===== config.mk =====
export PLATFORM = sky130hd
export DESIGN_NAME = add_share_arb
export DESIGN_NICKNAME = d
export VERILOG_FILES = /design/src/rtl/add_share_arb.sv
export SDC_FILE = /design/constraint.sdc
export NUM_CORES = 1
export LEC_CHECK = 0
export CELL_PAD_IN_SITES_DETAIL_PLACEMENT = 1
export CELL_PAD_IN_SITES_GLOBAL_PLACEMENT = 2
export CORE_MARGIN = 5
export CORE_UTILIZATION = 18
export CTS_CLUSTER_DIAMETER = 40
export DETAILED_ROUTE_END_ITERATION = 8
export PLACE_DENSITY_LB_ADDON = 0.25
export SETUP_SLACK_MARGIN = 0.4
export SYNTH_ARGS = -nofsm -noshare
export SYNTH_HDL_FRONTEND = slang
export SYNTH_HIERARCHICAL = 1
export SYNTH_SLANG_ARGS = --single-unit

===== constraint.sdc =====
create_clock -name clk -period 4.5 [get_ports clk]
set_input_delay 1.125 -clock clk [delete_from_list [all_inputs] [get_ports clk]]
set_output_delay 1.125 -clock clk [all_outputs]
set_load 0.05 [all_outputs]

===== src/rtl/add_share_arb.sv =====
// Four requesters share one 16-bit Brent-Kung adder through a round-robin arbiter
// feeding a one-entry result register with valid/ready handshakes on both sides.

module bkadder #(
    parameter int W = 16
) (
    input  logic [W-1:0] a_i,
    input  logic [W-1:0] b_i,
    output logic [W-1:0] sum_o
);
    localparam int LVL = $clog2(W);

    logic [W-1:0] g;
    logic [W-1:0] p;
    logic [W-1:0] p0;
    logic [W-1:0] carry;

    // NOTE: g/p are updated in place, so blocking assignments are required here;
    // each level only reads positions that the same level never writes.
    always_comb begin
        g  = a_i & b_i;
        p  = a_i ^ b_i;
        p0 = p;
        // up-sweep: build group (G,P) over power-of-two spans
        for (int d = 0; d < LVL; d++) begin
            for (int i = (2 << d) - 1; i < W; i += (2 << d)) begin
                g[i] = g[i] | (p[i] & g[i - (1 << d)]);
                p[i] = p[i] & p[i - (1 << d)];
            end
        end
        // down-sweep: fill in the remaining prefixes
        for (int d = LVL - 2; d >= 0; d--) begin
            for (int i = (3 << d) - 1; i < W; i += (2 << d)) begin
                g[i] = g[i] | (p[i] & g[i - (1 << d)]);
                p[i] = p[i] & p[i - (1 << d)];
            end
        end
        carry = {g[W-2:0], 1'b0};
        sum_o = p0 ^ carry;
    end
endmodule

module add_share_arb #(
    parameter int NREQ = 4,
    parameter int W    = 16
) (
    input  logic                      clk,
    input  logic                      rst,
    input  logic [NREQ-1:0]           req_valid,
    output logic [NREQ-1:0]           req_ready,
    input  logic [NREQ*W-1:0]         req_a,
    input  logic [NREQ*W-1:0]         req_b,
    output logic                      res_valid,
    input  logic                      res_ready,
    output logic [W-1:0]              res_sum,
    output logic [$clog2(NREQ)-1:0]   res_id,
    output logic                      busy
);
    localparam int IDW = $clog2(NREQ);

    localparam logic [0:0] ST_EMPTY = 1'b0;
    localparam logic [0:0] ST_FULL  = 1'b1;

    logic [0:0]     state_q,  state_d;
    logic [W-1:0]   sum_q,    sum_d;
    logic [IDW-1:0] id_q,     id_d;
    logic [IDW-1:0] ptr_q,    ptr_d;

    logic           can_accept;
    logic           grant_found;
    logic [IDW-1:0] grant_idx;
    logic           handshake;
    logic [W-1:0]   a_lane [NREQ];
    logic [W-1:0]   b_lane [NREQ];
    logic [W-1:0]   a_sel;
    logic [W-1:0]   b_sel;
    logic [W-1:0]   add_sum;

    assign res_valid  = (state_q == ST_FULL);
    assign busy       = res_valid;
    assign res_sum    = sum_q;
    assign res_id     = id_q;
    assign can_accept = !res_valid || res_ready;

    // NOTE: every combinational output gets a default first so no path leaves
    // it unassigned; otherwise a latch is inferred.
    always_comb begin
        grant_found = 1'b0;
        grant_idx   = ptr_q;
        for (int k = 0; k < NREQ; k++) begin
            if (!grant_found && req_valid[ptr_q + IDW'(k)]) begin
                grant_found = 1'b1;
                grant_idx   = ptr_q + IDW'(k);
            end
        end
    end

    // Reset gates the accept so nothing can hand off while state is being cleared.
    always_comb begin
        req_ready = '0;
        if (!rst && can_accept && grant_found) begin
            req_ready[grant_idx] = 1'b1;
        end
    end

    assign handshake = |req_ready;

    always_comb begin
        for (int i = 0; i < NREQ; i++) begin
            a_lane[i] = req_a[i*W +: W];
            b_lane[i] = req_b[i*W +: W];
        end
        a_sel = a_lane[grant_idx];
        b_sel = b_lane[grant_idx];
    end

    bkadder #(.W(W)) u_adder (
        .a_i   (a_sel),
        .b_i   (b_sel),
        .sum_o (add_sum)
    );

    // A new result overrides a drain in the same cycle, so the register never bubbles.
    always_comb begin
        state_d = state_q;
        sum_d   = sum_q;
        id_d    = id_q;
        ptr_d   = ptr_q;
        if (handshake) begin
            state_d = ST_FULL;
            sum_d   = add_sum;
            id_d    = grant_idx;
            ptr_d   = grant_idx + IDW'(1);
        end else if (state_q == ST_FULL && res_ready) begin
            state_d = ST_EMPTY;
        end
    end

    // NOTE: sequential state uses non-blocking assignments so every register
    // samples the pre-edge value of every other register.
    always_ff @(posedge clk or posedge rst) begin
        if (rst) begin
            state_q <= ST_EMPTY;
            sum_q   <= '0;
            id_q    <= '0;
            ptr_q   <= '0;
        end else begin
            state_q <= state_d;
            sum_q   <= sum_d;
            id_q    <= id_d;
            ptr_q   <= ptr_d;
        end
    end
endmodule

Yosys cells after proc, flatten, opt, wreduce, memory -nomap -nowiden
Index checks and enable logic that the tools add are counted.
{"block": "totals", "ff_bits": 21, "input_bits": 135, "word_cells": 112, "out_inout_bits": 24}
{"block": "op_classes", "add_sub_neg": 4, "mux": 26, "magnitude_cmp": 7, "bitwise": 56, "reduce_logical": 15}
{"cell": "$bmux W16 S2", "count": 2}
{"cell": "$mux W16", "count": 4}
{"cell": "$xor A16 B16 Y16", "count": 2}
{"cell": "$and A1 B1 Y1", "count": 30}
{"cell": "$or A1 B1 Y1", "count": 22}
{"cell": "$and A15 B15 Y15", "count": 1}
{"cell": "$lt A2 B3 Y1 const B", "count": 5}
{"cell": "$mux W1", "count": 11}
{"cell": "$bmux W1 S2", "count": 4}
{"cell": "$logic_and A1 B1 Y1", "count": 7}
{"cell": "$mux W2", "count": 3}
{"cell": "$logic_not A1 Y1", "count": 5}
{"cell": "$add A2 B1 Y2 const B", "count": 2}
{"cell": "$add A2 B2 Y2 const B", "count": 2}
{"cell": "$mux W4", "count": 1}
{"cell": "$reduce_or A4 Y1", "count": 1}
{"cell": "$ge A3 B3 Y1 const B", "count": 1}
{"cell": "$not A2 Y3", "count": 1}
{"cell": "$demux W1 S2", "count": 1}
{"cell": "$ge A2 B1 Y1 const B", "count": 1}
{"cell": "$reduce_bool A2 Y1", "count": 1}
{"cell": "$logic_or A1 B1 Y1", "count": 1}

Longest topological paths before layout
{"block": "logic_depth", "ltp_word": 30, "mapped_depth": 18, "depth_no_buf": 15}

Cells and area by module
Netlist, hierarchy kept.
{"mod": "add_share_arb", "seq_area_each_um2": 525.5, "area_per_inst_um2": 1978.1, "cells_per_inst": 306, "instances": 1}
{"mod": "bkadder", "seq_area_each_um2": 0.0, "area_per_inst_um2": 586.8, "cells_per_inst": 66, "instances": 1}

Worst setup path after synthesis
No wires, ideal clock.
{"block": "synth_path", "path_type": "input -> register", "startpoint": "input port req_valid[3]", "endpoint": "register sum_q[15] (netlist: res_sum[15])", "setup_time_ns": 0.118, "t_required_ns": 4.382, "cell_stages": 17, "arrival_time_ns": 4.306, "path_slack_ns": 0.076, "n_path_buf": 3, "path_cell_list": "buf_2 -> inv_1 -> and3_1 -> o41ai_4 -> buf_4 -> buf_4 -> a32oi_1 -> ha_1 -> fa_1 -> a211oi_2 -> o211ai_1 -> a31o_1 -> o31a_1 -> fa_1 -> xnor2_1 -> nand2_1 -> nand2_1"}
{"block": "synth_between", "elab_chain_len": 30, "elab_cells_between_ends": 75, "classes_between": "2 x order compare; 24 x mux; 40 x bitwise; 9 x reduce/logical"}
{"item": "start, declared", "line_no": "49", "source": "input logic [NREQ-1:0] req_valid,"}
{"item": "$bmux W1 S2", "line_no": "91", "source": "if (!grant_found && req_valid[ptr_q + IDW'(k)]) begin"}
{"item": "$mux W1 (not written as such)", "line_no": "91"}
{"item": "$mux W1", "line_no": "91"}
{"item": "$logic_not A1 Y1", "line_no": "91"}
{"item": "$logic_and A1 B1 Y1", "line_no": "91"}
{"item": "$mux W1", "line_no": "91"}
{"item": "$logic_not A1 Y1", "line_no": "91"}
{"item": "$logic_and A1 B1 Y1", "line_no": "91"}
{"item": "[8 not listed]"}
{"item": "named net a_sel[0]", "line_no": "75", "source": "logic [W-1:0] a_sel;"}
{"item": "[7 not listed]"}
{"item": "$and A1 B1 Y1 (*)", "line_no": "34", "source": "g[i] = g[i] | (p[i] & g[i - (1 << d)]);"}
{"item": "$or A1 B1 Y1 (*)", "line_no": "34"}
{"item": "$and A1 B1 Y1 (*)", "line_no": "34"}
{"item": "$or A1 B1 Y1 (*)", "line_no": "34"}
{"item": "$and A1 B1 Y1 (*)", "line_no": "34"}
{"item": "$or A1 B1 Y1 (*)", "line_no": "34"}
{"item": "$xor A16 B16 Y16 (*)", "line_no": "39", "source": "sum_o = p0 ^ carry;"}
{"item": "named net add_sum[15]", "line_no": "77", "source": "logic [W-1:0] add_sum;"}
{"item": "end signal, assigned", "line_no": "149", "source": "sum_q <= sum_d;"}
{"item": "end, declared", "line_no": "65", "source": "logic [W-1:0] sum_q, sum_d;"}
Mark *: on every way through the listed nets, which the timed path passes. The rest lies on a longest branch. The select of a mux whose other input is x is not followed.
A chain may end at the register's enable or synchronous reset.

Final worst setup path
{"block": "layout_path", "startpoint": "input port req_valid[2]", "endpoint": "register sum_q[15] (netlist: res_sum[15])"}
Same word-level chain as after synthesis.

==> impl_metrics.csv <==
group,metric,value,unit
outcome,status,"finished, final reports clean",
synthesis,ys_types,41,
pwr,seqPwrFrac,9.5,%
cts,clk-insertion-delay-late,0.25,ns
setup_path,path_buf_inv,4,
pwr,peakVddDrop,0.1706,mV
route,drcViolationCount,0,
setup_path,arrival,4.47,ns
cts,cts_tree,"done",
setup_path,path_delay_family,"compound AO/OA/AOI/OAI gates",
pwr,comb_power_share,85.4,%
setup_path,required,4.65,ns
sta,fmax,231.1,MHz
sta,period_share,96.14,%
synthesis,synth_top_family_by_area,"simple AND/OR/NAND/NOR gates",
sta,slew_violations,0,
synthesis,synth_top_area_cell,"nand2_1",
place,dp_hpwl,10390,µm
place,port_buffers,158,
route,drt-initial-drc-count,88,
global_route,grtUsageMet2,27.87,%
sta,finalClockSkew,0.002041,ns
synthesis,synth_area,2565,µm²
global_route,grtUsageTotal,16.06,%
route,antenna_left,0,
finish,fillers,1640,
place,dpl_worst_slack,-0.4757,ns
global_route,antenna_found_initial,0,
synthesis,synth_nets,528,
synthesis,synth_edf_count,0,
place,gp_congestion,0.8004,
sta,setup_ws,0.1737,ns
pwr,p_sw,0.001748,W
die,rows,43,
finish,drive_gt1_share,26.01,%
cts,cts-hold-fix-buffers,0,
finish,diodes,0,
pwr,intPower,0.001926,W
sta,tightestPinTransition,0.8204,ns
die,die_w,129.4,µm
global_route,grt_pass1_wl,21110,µm
global_route,grt_pass1_vias,3919,
setup_path,crit_path_max_fanout,5,
synthesis,synthAdderAreaFrac,12.59,%
synthesis,synth_compound_area_share,27.07,%
finish,multi_input_area,2090,µm²
synthesis,synthTopCellsByArea,"nand2_1 22%, dfrtp_1 20%, a32oi_1 11%",
synthesis,synth_seq_cells,21,
global_route,use_met1,20.61,%
cts,htree_levels,1,
global_route,grtUsageMet3,3.339,%
sta,whs,0.4698,ns
pwr,powerDensity,665.7,nW/µm²
cts,clkTransAtPathRegs,0.06,ns
finish,fin_nets,753,
setup_path,endpoint_kind,"flip-flop",
sta,setup_viol,0,
synthesis,netlist_instances,372,
sta,fin_crit,4.326,ns
synthesis,yosysTopAreaCellShare,22.24,%
pwr,p_leak,2.375,nW
synthesis,seq_area_frac_synth,20.49,%
cts,clock_path_buffers,2,
sta,rsz0062_at_grt,"true",
finish,area_delta_synth_final,115.2,%
sta,fin_setup_tns,0,ns
setup_path,startpoint_type,"input port",
setup_path,crit_chain,"buf_8 -> nor2b_4 -> o21ai_2 -> buf_4 -> o211ai_4 -> buf_12 -> buf_16 -> nand2_4 -> a32oi_2 -> ha_2 -> fa_2 -> a211oi_2 -> o211ai_1 -> a31o_1 -> o31a_1 -> fa_2 -> xnor2_2 -> nand2_1 -> nand2_1",
sta,relSlewSlack,45.25,%
flow_run,max_cap_viol_count,0,
die,die_h,129.4,µm
global_route,grt.busiest_layer,"met2",
pwr,p_clk_share,5.1,%
sta,hold_viol_final,0,
die,coreArea,13930,µm²
setup_path,worst_path_max_delay_cell,"fa_2",
route,viasPerCell,4.616,
route,drt_wl_total,13930,µm
die,io_pins,159,
setup_path,path_class,"input port to flip-flop",
cts,root_buffer,"clkbuf_16",
synthesis,synthMuxAreaShare,0,%
cts,cts_sinks,21,
cts,cts_buffers,3,
synthesis,synthXorXnorAreaFrac,2.732,%
worst_hold_path,hold_class,"flip-flop to flip-flop",
synthesis,postSynthAreaPerCell,6.895,µm²
die,initial_utilization,18.41,%
route,vias,3582,
synthesis,async_flop_share,100.0,%
global_route,gr-total-overflow,0,
synthesis,ys.flop_type,"dfrtp_1",
global_route,grt_max_degree,22,
synthesis,synth_simple_gate_area_share,27.51,%
synthesis,ys_warn_count,6,
die,die_area,16740,µm²
setup_path,slowest_delay,0.38,ns
finish,seq_area,525.5,µm²
pwr,swShare,47.57,%
route,routedWlPerCell,17.95,µm
route,firstDrtPassIters,4,
finish,final_core_util,39.61,%
## power groups by stage
stage	combinational, W	sequential [W]	clock (W)
after floorplan	0.00126	0.000590	0
after global routing	0.00341	0.000363	0.000200
final	0.00314	0.000347	0.000189
after detailed placement	0.00251	0.000347	0
after global placement	0.00247	0.000344	0
after CTS	0.00292	0.000351	0.000193
## cell usage in the layout (no fill, tap or decap), types with 2 or more instances in the layout
master	count
nand2_1	150
clkdlybuf4s50_1	150
buf_4	71
a21oi_1	28
dfrtp_1	21
a32oi_1	19
inv_1	15
a32oi_2	13
a21oi_2	12
buf_6	12
ha_1	10
o21ai_0	6
buf_12	6
buf_16	5
xnor2_1	5
fa_1	5
nor2_1	4
clkbuf_16	4
nor2b_4	3
nand3_1	3
buf_8	3
fa_2	3
nand2b_1	2
and2_1	2
inv_2	2
o21ai_1	2
a21oi_4	2
nand2_4	2
and3_1	2
nor3_2	2
o211ai_1	2
xor2_1	2
ha_4	2
## worst register-to-register path, stage by stage (launching register included)
cell,delay [ns]
dfrtp_1,0.59
and3_4,0.27
o41ai_4,0.35
buf_6,0.20
buf_12,0.14
a32oi_2,0.12
ha_2,0.20
fa_2,0.38
a211oi_2,0.25
o211ai_1,0.19
a31o_1,0.23
o31a_1,0.30
fa_2,0.37
xnor2_2,0.14
nand2_1,0.06
nand2_1,0.05
## cells by family after synthesis
| kind of cell | count (synthesis) |
|---|---|
| simple gates | 176 |
| compound gates | 99 |
| buf+inv | 47 |
| fa+ha+maj | 21 |
| flops | 21 |
| xor+xnor | 8 |
## Yosys cell counts (2+ instances only)
| cell | instances |
|---|---|
| fa_1 | 8 |
| buf_6 | 4 |
| ha_1 | 13 |
| nor2_1 | 4 |
| o21ai_1 | 2 |
| nand3_1 | 3 |
| xor2_1 | 2 |
| dfrtp_1 | 21 |
| a21oi_1 | 42 |
| buf_4 | 6 |
| clkbuf_1 | 6 |
| nor2b_1 | 2 |
| buf_2 | 14 |
| and2_1 | 2 |
| nand2_1 | 152 |
| inv_1 | 17 |
| o21ai_0 | 7 |
| xnor2_1 | 6 |
| nor3_1 | 4 |
| and3_1 | 3 |
| a32oi_1 | 32 |
| o211ai_1 | 2 |
| nand2b_1 | 2 |
## registers in the layout (all words and copies together) (netlist names)
signal,flops
busy,1
ptr_q,2
res_id,2
res_sum,16
## per-stage QoR
stage,area (µm²),cells,power [W]
3_3_place_gp,4693,736,0.002816
2_1_floorplan,2603,372,0.001846
4_1_cts,5298,767,0.003460
6_report,5519,776,0.003674
3_5_place_dp,4693,736,0.002858
5_1_grt,5519,776,0.003973
## cell type report
class	instances	share of cell area, %
sequential	21	9.522
clock inverter	1	0.09068
multi-input combinational	304	37.86
timing repair buffer	250	45.93
inverter	17	1.156
clock buffer	3	1.360
tap	180	4.081
## worst paths after layout
path / start / end / slack [ns] / depth (start not counted)
min in group asynchronous: rst / busy / 1.39 / 2
max in group asynchronous: rst / res_sum[1] / 2.60 / 2
hold reg to reg: res_sum[4] / res_sum[4] / 0.47 / 2
setup / recovery: req_valid[2] / res_sum[15] / 0.17 / 19
setup reg to reg: ptr_q[1] / res_sum[15] / 0.56 / 15
hold / removal: res_sum[4] / res_sum[4] / 0.47 / 2
## what timing repair did
| action | CTS | global route |
|---|---|---|
| gates cloned | 6 | 1 |
| pin swaps | 24 | 27 |
| buffers inserted | 21 | 8 |
| endpoints found under the setup margin | 14 | 10 |
| resized for setup | 65 | 26 |
## routing by layer
layer | up-vias | routed length (µm)
li1 | 1734 | -
met1 | 1721 | 6147
met2 | 117 | 6710
met3 | 10 | 884
met4 | 0 | 183
met5 | - | 0
(Power assumes the default switching activity.)
